<file path="config.mk">
export PLATFORM = sky130hd
export DESIGN_NAME = router_ctrl
export DESIGN_NICKNAME = d
export VERILOG_FILES = /design/src/rtl/router_pkg.sv /design/src/rtl/router_soft_rst_timer.sv /design/src/rtl/router_ctrl.sv
export SDC_FILE = /design/constraint.sdc
export NUM_CORES = 1
export LEC_CHECK = 0
export BUFFER_PORTS_ARGS = -buffer_cell sky130_fd_sc_hd__buf_2
export CORE_MARGIN = 5
export CORE_UTILIZATION = 41
export CTS_BUF_LIST = sky130_fd_sc_hd__clkbuf_4
export CTS_CLUSTER_SIZE = 24
export DETAILED_ROUTE_END_ITERATION = 7
export PLACE_DENSITY = 0.8
export SYNTH_ARGS = -nofsm -noshare
export SYNTH_HDL_FRONTEND = slang
export SYNTH_SLANG_ARGS = --single-unit
</file>
<file path="constraint.sdc">
create_clock -name clk -period 1.6 [get_ports clk]
set_input_delay 0.08 -clock clk [delete_from_list [all_inputs] [get_ports clk]]
set_output_delay 0.08 -clock clk [all_outputs]
set_load 0.03 [all_outputs]
</file>
<file path="src/rtl/router_pkg.sv">
// Shared types and constants for the 1x3 router ingress controller.
// Holds the FSM state enum, port count, invalid address and watchdog default.
package router_pkg;

  localparam int         NUM_PORTS    = 3;
  localparam logic [1:0] ADDR_INVALID = 2'b11;
  localparam int         DEF_TIMEOUT  = 30;

  typedef enum logic [2:0] {
    DECODE,
    WAIT_EMPTY,
    LOAD_FIRST,
    LOAD_DATA,
    LOAD_PARITY,
    FIFO_FULL,
    LOAD_AFTER_FULL,
    CHECK_PARITY
  } state_t;

  function automatic logic [NUM_PORTS-1:0] port_onehot(
    input logic [1:0] a
  );
    logic [NUM_PORTS-1:0] r;
    r = '0;
    case (a)
      2'd0:    r = 3'b001;
      2'd1:    r = 3'b010;
      2'd2:    r = 3'b100;
      default: r = 3'b000;
    endcase
    return r;
  endfunction

endpackage

</file>
<file path="src/rtl/router_soft_rst_timer.sv">
// Idle-read watchdog for one output port: pulses soft_reset_o for one
// cycle after TIMEOUT-1 consecutive cycles of valid, unread data.
// Ports: clk_i, rst_ni (sync, active-low), vld_i, read_enb_i, soft_reset_o.
module router_soft_rst_timer
  import router_pkg::*;
#(
  parameter int TIMEOUT = DEF_TIMEOUT
) (
  input  logic clk_i,
  input  logic rst_ni,
  input  logic vld_i,
  input  logic read_enb_i,
  output logic soft_reset_o
);

  localparam int CW = $clog2(TIMEOUT);
  localparam logic [CW-1:0] LAST = CW'(TIMEOUT - 1);

  logic [CW-1:0] cnt_q, cnt_d;

  // The pulse is a pure function of the count, so it lasts exactly
  // one cycle: the count always returns to zero after reaching LAST.
  assign soft_reset_o = (cnt_q == LAST);

  always_comb begin
    cnt_d = cnt_q;
    if (soft_reset_o || !vld_i || read_enb_i) begin
      cnt_d = '0;
    end else begin
      cnt_d = cnt_q + CW'(1);
    end
  end

  always_ff @(posedge clk_i) begin
    if (!rst_ni) begin
      cnt_q <= '0;
    end else begin
      cnt_q <= cnt_d;
    end
  end

endmodule

</file>
<file path="src/rtl/router_ctrl.sv">
// Ingress controller for the 1x3 router: header decode, load sequencing,
// backpressure, per-port idle-read watchdogs (macro ROUTER_SOFT_RESET_EN).
// In: clk, rst (sync, active-low), pkt_valid, data_in, fifo_full/empty,
// read_enb, parity_done, low_pkt_valid. Out: busy, write_enb, state
// strobes, vld_out, soft_reset.
module router_ctrl
  import router_pkg::*;
#(
  parameter int TIMEOUT = DEF_TIMEOUT
) (
  input  logic       clk,
  input  logic       rst,
  input  logic       pkt_valid,
  input  logic [7:0] data_in,
  input  logic [2:0] fifo_full,
  input  logic [2:0] fifo_empty,
  input  logic [2:0] read_enb,
  input  logic       parity_done,
  input  logic       low_pkt_valid,
  output logic       busy,
  output logic [2:0] write_enb,
  output logic       detect_add,
  output logic       lfd_state,
  output logic       ld_state,
  output logic       laf_state,
  output logic       full_state,
  output logic       rst_int_reg,
  output logic [2:0] vld_out,
  output logic [2:0] soft_reset
);

  state_t     state_q, state_d;
  logic [1:0] addr_q, addr_d;
  logic       abort;
  logic [1:0] hdr_addr;

  assign hdr_addr = data_in[1:0];
  assign vld_out  = ~fifo_empty;

`ifdef ROUTER_SOFT_RESET_EN
  for (genvar g = 0; g < NUM_PORTS; g++) begin : g_wdt
    router_soft_rst_timer #(
      .TIMEOUT(TIMEOUT)
    ) u_wdt (
      .clk_i       (clk),
      .rst_ni      (rst),
      .vld_i       (vld_out[g]),
      .read_enb_i  (read_enb[g]),
      .soft_reset_o(soft_reset[g])
    );
  end

  // A flush of the port being loaded abandons the packet.
  assign abort = soft_reset[addr_q] && (state_q != DECODE);

  logic unused;
  assign unused = ^data_in[7:2];
`else
  assign soft_reset = '0;
  assign abort      = 1'b0;

  logic unused;
  assign unused = ^{data_in[7:2], read_enb};
`endif

  always_comb begin
    state_d = state_q;
    addr_d  = addr_q;
    unique case (state_q)
      DECODE: begin
        if (pkt_valid && hdr_addr != ADDR_INVALID) begin
          addr_d  = hdr_addr;
          state_d = fifo_empty[hdr_addr] ? LOAD_FIRST : WAIT_EMPTY;
        end
      end
      WAIT_EMPTY: begin
        if (fifo_empty[addr_q]) state_d = LOAD_FIRST;
      end
      LOAD_FIRST: state_d = LOAD_DATA;
      LOAD_DATA: begin
        if (fifo_full[addr_q])  state_d = FIFO_FULL;
        else if (!pkt_valid)    state_d = LOAD_PARITY;
      end
      LOAD_PARITY: state_d = CHECK_PARITY;
      CHECK_PARITY: begin
        state_d = fifo_full[addr_q] ? FIFO_FULL : DECODE;
      end
      FIFO_FULL: begin
        if (!fifo_full[addr_q]) state_d = LOAD_AFTER_FULL;
      end
      LOAD_AFTER_FULL: begin
        if (parity_done)        state_d = DECODE;
        else if (low_pkt_valid) state_d = LOAD_PARITY;
        else                    state_d = LOAD_DATA;
      end
      default: state_d = DECODE;
    endcase
    if (abort) state_d = DECODE;
  end

  always_ff @(posedge clk) begin
    if (!rst) begin
      state_q <= DECODE;
      addr_q  <= '0;
    end else begin
      state_q <= state_d;
      addr_q  <= addr_d;
    end
  end

  assign detect_add  = (state_q == DECODE);
  assign lfd_state   = (state_q == LOAD_FIRST);
  assign ld_state    = (state_q == LOAD_DATA);
  assign laf_state   = (state_q == LOAD_AFTER_FULL);
  assign full_state  = (state_q == FIFO_FULL);
  assign rst_int_reg = (state_q == CHECK_PARITY);

  assign busy = !((state_q == DECODE) || (state_q == LOAD_DATA));

  always_comb begin
    write_enb = '0;
    if ((state_q == LOAD_DATA) || (state_q == LOAD_PARITY) ||
        (state_q == LOAD_AFTER_FULL)) begin
      write_enb = port_onehot(addr_q);
    end
  end

endmodule

</file>
[Word-level counts from Yosys, hierarchy flattened]
Cells that the tools add are included.
W data, S select, Z words.
Word-level totals
  flip-flop bits (word level): 5
  bits of input ports: 22
  word-level logic and storage cells: 46
Cells by class
  magnitude comparators: 2
  equality and inequality tests: 14
  muxes and demuxes: 18
  bitwise logic cells: 1
  reduce and logical (&&, ||, !) cells: 9
Operators with widths (count)
  $mux W3: 9
  $pmux W3 S8: 1
  $eq A3 B3 Y1 const B: 4
  $pmux W3 S3: 1
  $bmux W1 S2: 3
  $eq A3 B2 Y1 const B: 2
  $lt A2 B3 Y1 const B: 2
  $ne A2 B2 Y1 const B: 3
  $reduce_and A4 Y1: 1
  $eq A3 B1 Y1 const B: 1
  $logic_not A3 Y1: 1
  $logic_or A1 B1 Y1: 3
  $mux W1: 3
  $ne A3 B2 Y1 const B: 1
  $not A3 Y3: 1
  $eq A2 B1 Y1 const B: 1
  $eq A2 B2 Y1 const B: 1
  $logic_not A2 Y1: 1
  $mux W2: 1
  $ne A2 B1 Y1 const B: 1
  $reduce_and A2 Y1: 1
  $logic_and A1 B1 Y1: 1
  $logic_not A1 Y1: 1

[Longest topological paths before layout]
Gate-level depths: netlist (run 1).
  word-level depth: 5
  gate-level depth with buffers: 6
  gate-level depth less buffers: 5

[Worst setup path before layout (run 1)]
Ideal clock, no wire load.
  path kind: register to output
  start: reg state_q[0]
  end: out write_enb[0]
  data arrival time: 1.695 ns
  setup slack: -0.175 ns
  stages on the path, launching flop included: 5
  cells stage by stage: dfxtp_1 buf_6 and3b_1 a21o_1 nor3b_1
On the way
  cells in the longest elaborated chain, start to end: 4
Ends and longest elaborated chain
  start: declaration: line router_ctrl.sv:32  | state_t state_q, state_d;
  start signal: assignment: line router_ctrl.sv:106  | state_q <= state_d;
  $eq A3 B2 Y1
  named net ld_state: line router_ctrl.sv:24  | output logic ld_state,
  $logic_or A1 B1 Y1 (2 in a row): line router_ctrl.sv:122  | if ((state_q == LOAD_DATA) || (state_q == LOAD_PARITY) ||
  $mux W3: line router_ctrl.sv:122
  end: declaration: line router_ctrl.sv:21  | output logic [2:0] write_enb,
The timed path passes the listed nets, and every way through them passes these cells.

[Final worst setup path (run 1)]
  start: reg state_q[2]
  end: out write_enb[1]
On the way
  cells in the longest elaborated chain, start to end: 4
Ends and longest elaborated chain (line)
  $eq A3 B2 Y1 / $eq A3 B3 Y1 (equally long branches): router_ctrl.sv:122
  $logic_or A1 B1 Y1: router_ctrl.sv:122
  $logic_or A1 B1 Y1 (*): router_ctrl.sv:122
  $mux W3 (*): router_ctrl.sv:122
Every way passes the cells marked *; elsewhere a longest branch is shown, timed or not.

==> summary.md, run 1 <==
| Metric | Value |
|---|---|
| Vias per cell | a little over 5 |
| Post-Syn Instances | 68 |
| Final Max Slew Viols | 0 |
| Final hold viol count | 0 |
| DR pass1 iterations | 4 |
| Placed cell count | about 100 |
| Met1 WL | approximately 530 um |
| Die width | between 40 and 50 um |
| Design area | about 670 um2 |
| Total GRT Usage | 0.116 |
| Seq/Total Area, Yosys | 0.187 |
| Clock sink count | 5 |
| Clk slew on worst S/H paths | ~0.04 ns |
| Starting Density | 0.421 |
| Residual DRC | 0 |
| # IOs | 38 |
| Worst hold path type | in2reg |
| Std cell rows | 13 |
| Via count | roughly 550 |
| CTS max path bufs | 2 |
| Fin crit share | 0.933 |
| Final net count | roughly 120 |
| Area Growth Syn to Fin | 26.2% |
| Post-synthesis cell type count | 32 |
| FILL cells | around 120 |
| CTS buffer count | 3 |
| Metal2 WL | ~580 um |
| Port bufs | 25 |
| Largest net degree at the start of global routing | 11 |
| Reg2reg end | state_q[0] |
| Post-Layout Cell Count | roughly 110 |
| RSZ-0062 raised after global routing | false |
| Final-report setup violation count | 0 |
| #FFs+latches synth | 5 |
| Setup_tns | 0 ns |
| Vias in the first global route | ~450 |
| Startpoint Class | flop |
| Crit Path Class | reg2out |
| Synthesized area per cell | slightly below 8 um2 |
| Status | finished clean |
| Arrival @ worst endpoint | approximately 1.4 ns |
| Reg-to-reg startpoint | addr_q[0] |
| Worst-Skew Late Latency | between 0.2 and 0.25 ns |
| R2r setup slk | 0.22 ns |
| Dpl hpwl | 986 um |
| Final Power | 0.000632 W |
| Largest family of logic cells by synthesized area | simple AND/OR/NAND/NOR gates |
| Setup skew after layout | between 0.001 and 0.0015 ns |
| Area share of xor/xnor cells in the synthesized design | 0 |
| Post-Synth Simple-Gate Area | 0.297 |
| Share of post-route cells with drive strength above 1 | 0.473 |
| TritonCTS clock tree | done |
| CP Max Fanout | 7 |
| Placed cell area | 639 um2 |
| Maximum VDD drop | 0.272 mV |
| Final Critical Period | 1.49 ns |
| Wire length per cell | ~11 um |
| Leakage | between 0.3 and 0.4 nW |
| Maximum clock rate | approximately 670 MHz |
| Root Buffer | clkbuf_4 |
| Cell area after synthesis | 534 um2 |
| Mux contribution to synthesized area | 0.0562 |
| Post-Synth Adder-Cell Area | 0 |
| Worst setup EP type | output pin |
| Max layer used | met4 |
| Yosys warning total | 0 |
| GRT Residual Overflow | 0 |
| Core region area | 0.00127 mm2 |
| Reg2Reg Depth | 5 |
| CP required | 1.52 ns |
| H-Tree Depth | 1 |
| PD cells | between 900 and 1000 mW/mm2 |
| Global placement routability congestion | approximately 0.75 |
| Routed Antenna Nets | 0 |
| Global-route wire length before repair | 1780 um |
| Max_cap viols | 0 |
| Post-CTS Setup Inserts | 0 |
| CP endpoint | write_enb[1] |
| Met3 WL | between 60 and 70 um |
| Compound-gate portion of the synthesized area | 0.279 |
| DIE AREA | about 0.0021 mm2 |
| Die height | about 46 um |
| Drt initial violations | 11 |
| Initial antenna violation count | 0 |
| Overall routed net length | 1190 um |
| Crit path from | state_q[2] |
| Antenna diodes | 0 |
placed cells by master, fill, tap and decap left out:
master and instances:
nor3b_1 3, nor3_2 1, and3b_1 1, nand2b_1 1, dfxtp_1 1, a21oi_1 2, o221a_2 1, a311oi_2 1
clkbuf_4 4, and3b_2 2, o221ai_1 1, nand3b_1 2, a21o_1 1, buf_2 25, nor4_1 1, conb_1 3
and3_1 1, a31oi_1 2, o21ai_0 4, a21boi_0 1, o41ai_1 1, o21ai_2 2, dfxtp_2 4, nor3b_2 2
nor2_1 5, o221a_1 1, nand3_1 2, nand2_1 4, a22o_1 1, buf_4 2, mux2i_1 3, o211a_1 1
inv_1 7
routing by layer:
metal,vias up,global-route usage
li1,291,-
met1,248,0.148
met2,12,0.170
met3,2,0.0234
met4,0,0.0852
met5,-,0
cells in the mapped netlist (all sizes together):
library cell  count  area [um2]
and3b             3        28.8
o21ai             6        37.5
o41ai             1        8.76
nor4              1        6.26
a21o              1        7.51
mux2i             3        30.0
nand2b            1        6.26
a21oi             2        10.0
buf               8        66.3
and3              1        6.26
a21boi            1        7.51
nand3             2        10.0
conb              1        3.75
nor3b             5        42.5
a311oi            1        15.0
nor2              5        18.8
dfxtp             5         100
inv               7        26.3
a31oi             2        12.5
o211a             1        10.0
o221a             2        22.5
nor3              1        10.0
o221ai            1        8.76
nand2             4        15.0
nand3b            2        15.0
a22o              1        8.76
power breakdown:
group,switching [W],internal (W)
sequential,0.0000392,0.000146
combinational,0.000177,0.000110
clock,0.0000497,0.000111
metrics by stage:
step	hold slack, ns	utilization	worst slack [ns]
2_1_floorplan	0.213	-	0.0320
3_3_place_gp	0.371	0.504	0.125
3_5_place_dp	0.380	0.504	0.101
4_1_cts	0.116	0.528	0.00198
5_1_grt	0.125	0.532	0.0185
6_report	0.119	0.532	0.107
cells by family (layout without fill, tap and decap cells):
family	Yosys count	in the layout
other	1	3
DFF	5	5
AOI/OAI and AO/OA	19	19
buffers and inverters	15	38
muxes	3	3
and+or+nand+nor	25	25
worst max-delay path, stage by stage (launching register included):
cell,delay [ns]
dfxtp_2,0.39
and3b_1,0.24
a21o_1,0.18
and3b_2,0.20
buf_2,0.17
worst min-delay path by stage:
| stage | startpoint | cells after the start | endpoint | slack (ns) |
|---|---|---|---|---|
| after CTS | rst | 2 | addr_q[1] | 0.12 |
| after global placement | rst | 2 | state_q[1] | 0.37 |
| after detailed placement | rst | 2 | state_q[1] | 0.38 |
| after floorplan | rst | 1 | state_q[1] | 0.21 |
| final | rst | 2 | addr_q[1] | 0.12 |
| after global routing | rst | 2 | addr_q[1] | 0.13 |
cell type report:
| cell class | count | area (um2) | share of cell area |
|---|---|---|---|
| multi-input cells | 50 | 354 | 0.525 |
| clock buffers | 4 | 30.0 | 0.0445 |
| inverters | 7 | 26.3 | 0.0390 |
| repair buffers | 27 | 140 | 0.208 |
| well taps | 15 | 18.8 | 0.0278 |
| flip-flops and latches | 5 | 105 | 0.156 |
sequential cells by signal, summed over array words and instances (netlist names):
name     cells
state_q      3
addr_q       2
what timing repair did:
action	in CTS	in global routing
hold endpoints to repair	0	0
gates resized for setup	0	4
setup endpoints to repair	0	5
hold buffers	0	0
No activity file was read; power rests on OpenSTA's default activity.
==> inputs of run 2 (changes only) <==
--- a/config.mk
+++ b/config.mk
@@ -6,12 +6,13 @@
 export NUM_CORES = 1
 export LEC_CHECK = 0
 export BUFFER_PORTS_ARGS = -buffer_cell sky130_fd_sc_hd__buf_2
-export CORE_MARGIN = 5
 export CORE_UTILIZATION = 41
 export CTS_BUF_LIST = sky130_fd_sc_hd__clkbuf_4
 export CTS_CLUSTER_SIZE = 24
 export DETAILED_ROUTE_END_ITERATION = 7
 export PLACE_DENSITY = 0.8
+export SLEW_MARGIN = 10
 export SYNTH_ARGS = -nofsm -noshare
 export SYNTH_HDL_FRONTEND = slang
+export SYNTH_HIERARCHICAL = 1
 export SYNTH_SLANG_ARGS = --single-unit
==> run 2 against run 1 <==
Net effect:
- wire length rose by 11%
- largest power group unchanged
- highest routed layer unchanged
- die area shrank 32%
- first-iteration DRC count rose by 9.1%
- core utilization is 6.9 points higher
- clock skew grew 0.0019 ns
- critical path type unchanged
==> summary.md, run 2 <==
| Metric | Value |
|---|---|
| Combinational power share | 0.491 |
| DR pass1 iterations | 4 |
| Area of the multi-input gates | between 300 and 400 um2 |
| Leakage | about 0.38 nW |
| Final worst setup slack | about 0.10 ns |
| Final-report setup violation count | 0 |
| Synth top area share | 0.187 |
| Clk slew on worst S/H paths | about 0.040 ns |
| Setup skew after layout | roughly 0.0031 ns |
| Slowest cell on crit path | dfxtp_2 |
| PD cells | between 900 and 1000 mW/mm2 |
| Port bufs | 25 |
| #FFs+latches synth | 5 |
| Vias per cell | ~5.4 |
| Post-CTS Setup Inserts | 0 |
| Cell area after synthesis | between 500 and 600 um2 |
| Final Max Slew Viols | 0 |
| Hold path startpoint | rst |
| Hold buffers post-CTS | 0 |
| Post-synthesis cell type count | 32 |
| CTS resizes | 0 |
| Share of post-route cells with drive strength above 1 | 0.479 |
| Final Critical Period | roughly 1.5 ns |
| H-Tree Depth | 1 |
| Std cell rows | 12 |
| Area contributors post-synth | dfxtp_1 19%, buf_6 6.3%, mux2i_1 5.6%, nor3b_1 5.6%, inv_1 4.9% |
| Worst hold path type | in2reg |
| Largest net degree at the start of global routing | 11 |
| Setup slack at placement | between 0.15 and 0.2 ns |
| NetSw | ~0.00027 W |
| Fin crit share | 0.935 |
| Crit path largest cell delay | around 0.38 ns |
| Seq/Total Area, Yosys | 0.187 |
| Sequential power share | 0.264 |
| Synthesized area per cell | approximately 7.9 um2 |
| Clock sink count | 5 |
| Net Sw Frac | 0.419 |
| Drt initial violations | 12 |
| Dpl hpwl | approximately 1000 um |
| Post-Syn Instances | between 60 and 70 |
| Post-synth EDFFs | 0 |
| R2r setup slk | approximately 0.16 ns |
| Main synth FF type | dfxtp_1 |
| Global-route wire length before repair | slightly above 2000 um |
| # IOs | 38 |
| Vias in the first global route | around 530 |
| Status | finished clean |
| GRT Residual Overflow | 0 |
| Crit path from | state_q[2] |
| RSZ-0062 raised after global routing | false |
| Crit Path Class | reg2out |
| Maximum clock rate | 669 MHz |
| Synth cell count leaders | 7 x inv_1, 5 x dfxtp_1, 5 x nor2_1 |
| Residual DRC | 0 |
| Most frequent cells in the layout | 25 x buf_2, 7 x inv_1, 5 x nor2_1, 5 x buf_4 |
| Final net count | about 120 |
| Largest register FFs | 3 |
| Reg-to-reg startpoint | addr_q[1] |
| Clock power frac | 0.245 |
| Final hold viol count | 0 |
| Most numerous cell in the Yosys netlist | inv_1 |
| Wire length per cell | ~12 um |
| FILL cells | about 100 |
| Worst setup EP type | output pin |
| Sequential Area | 103 um2 |
| Area Growth Syn to Fin | 30.0% |
| Starting Density | 0.462 |
| Commonest non-fill, non-tap cell in the layout | buf_2 |
| CP Max Fanout | 7 |
| Initial antenna violation count | 0 |
| CP Cell Sequence | and3b_2, a21o_1, and3b_2, buf_2 |
| Pint | between 0.0003 and 0.0004 W |
| Yosys top cell by area | dfxtp_1 |
| CTS buffer count | 3 |
| Die width | ~38 um |
| Via count | between 500 and 600 |
| Yosys warning total | 6 |
| Setup_tns | 0 ns |
| Die height | ~38 um |
| TritonCTS clock tree | done |
| Worst-Skew Late Latency | 0.24 ns |
| Global placement routability congestion | 0.841 |
| Root Buffer | clkbuf_4 |
| Startpoint Class | flop |
| Max_cap viols | 0 |
| Fraction of registers with async set/reset | 0 |
| Maximum VDD drop | ~0.37 mV |
| Placed cell count | between 100 and 150 |
| CP required | about 1.5 ns |
| CTS max path bufs | 2 |
| Antenna diodes | 0 |
| Overall routed net length | 1320 um |
| Core region area | between 0.001 and 0.0015 mm2 |
| Routed Antenna Nets | 0 |
| Post-Layout Cell Count | 110 |
| Arrival @ worst endpoint | ~1.4 ns |
| Crit-path most repeated cell | and3b_2 |
| Total GRT Usage | 0.201 |
| Largest registers | state_q x3, addr_q x2 |
| Reg with most FFs | state_q |
| DIE AREA | around 0.0015 mm2 |
[run 2: worst paths after layout]
kind                                endpoint  cells past startpoint
worst max-delay path            write_enb[1]                      4
worst max register to register    state_q[0]                      5
worst min-delay path               addr_q[0]                      2
worst min register to register     addr_q[0]                      1
[run 2: cell families (layout without fill, tap and decap cells)]
kind of cell / Yosys count / after routing / synth area share
compound gates: 19 / 19 / 0.279
buf+inv: 15 / 41 / 0.173
flops: 5 / 5 / 0.187
mux: 3 / 3 / 0.0562
other cells: 1 / 3 / 0.00702
simple gates: 25 / 25 / 0.297
[run 2: through the flow]
stage,area (um2),total power (W),hold slack [ns],util
floorplan,547,0.000419,0.213,-
global placement,661,0.000482,0.373,0.571
detailed placement,661,0.000490,0.374,0.571
CTS,691,0.000655,0.123,0.597
global route,694,0.000696,0.136,0.601
finish,694,0.000652,0.136,0.601
[run 2: worst max-delay path: cells and delay by family (launching register included)]
kind                   cells  cell delay, ns
buffers and inverters      1            0.17
and+or+nand+nor            2            0.45
DFF                        1            0.38
AOI/OAI and AO/OA          1            0.18
[run 2: layout make-up]
class | instances | area share
Sequential cell | 5 | 0.148
Timing Repair Buffer | 30 | 0.234
Clock buffer | 4 | 0.0432
Tap cell | 14 | 0.0252
Inverter | 7 | 0.0378
Multi-Input combinational cell | 50 | 0.512
[run 2: routing by layer]
layer	wire length, um	track usage	vias up
met1	585	0.231	278
li1	-	-	294
met4	23	0.116	0
met5	0	0	-
met3	34	0.0174	2
met2	672	0.356	18
[run 2: power groups by stage]
stage	clock network (W)	logic, W	registers, W
floorplan	0	0.000264	0.000155
global placement	0	0.000311	0.000170
detailed placement	0	0.000318	0.000172
CTS	0.000166	0.000318	0.000171
global route	0.000170	0.000348	0.000178
finish	0.000160	0.000320	0.000172
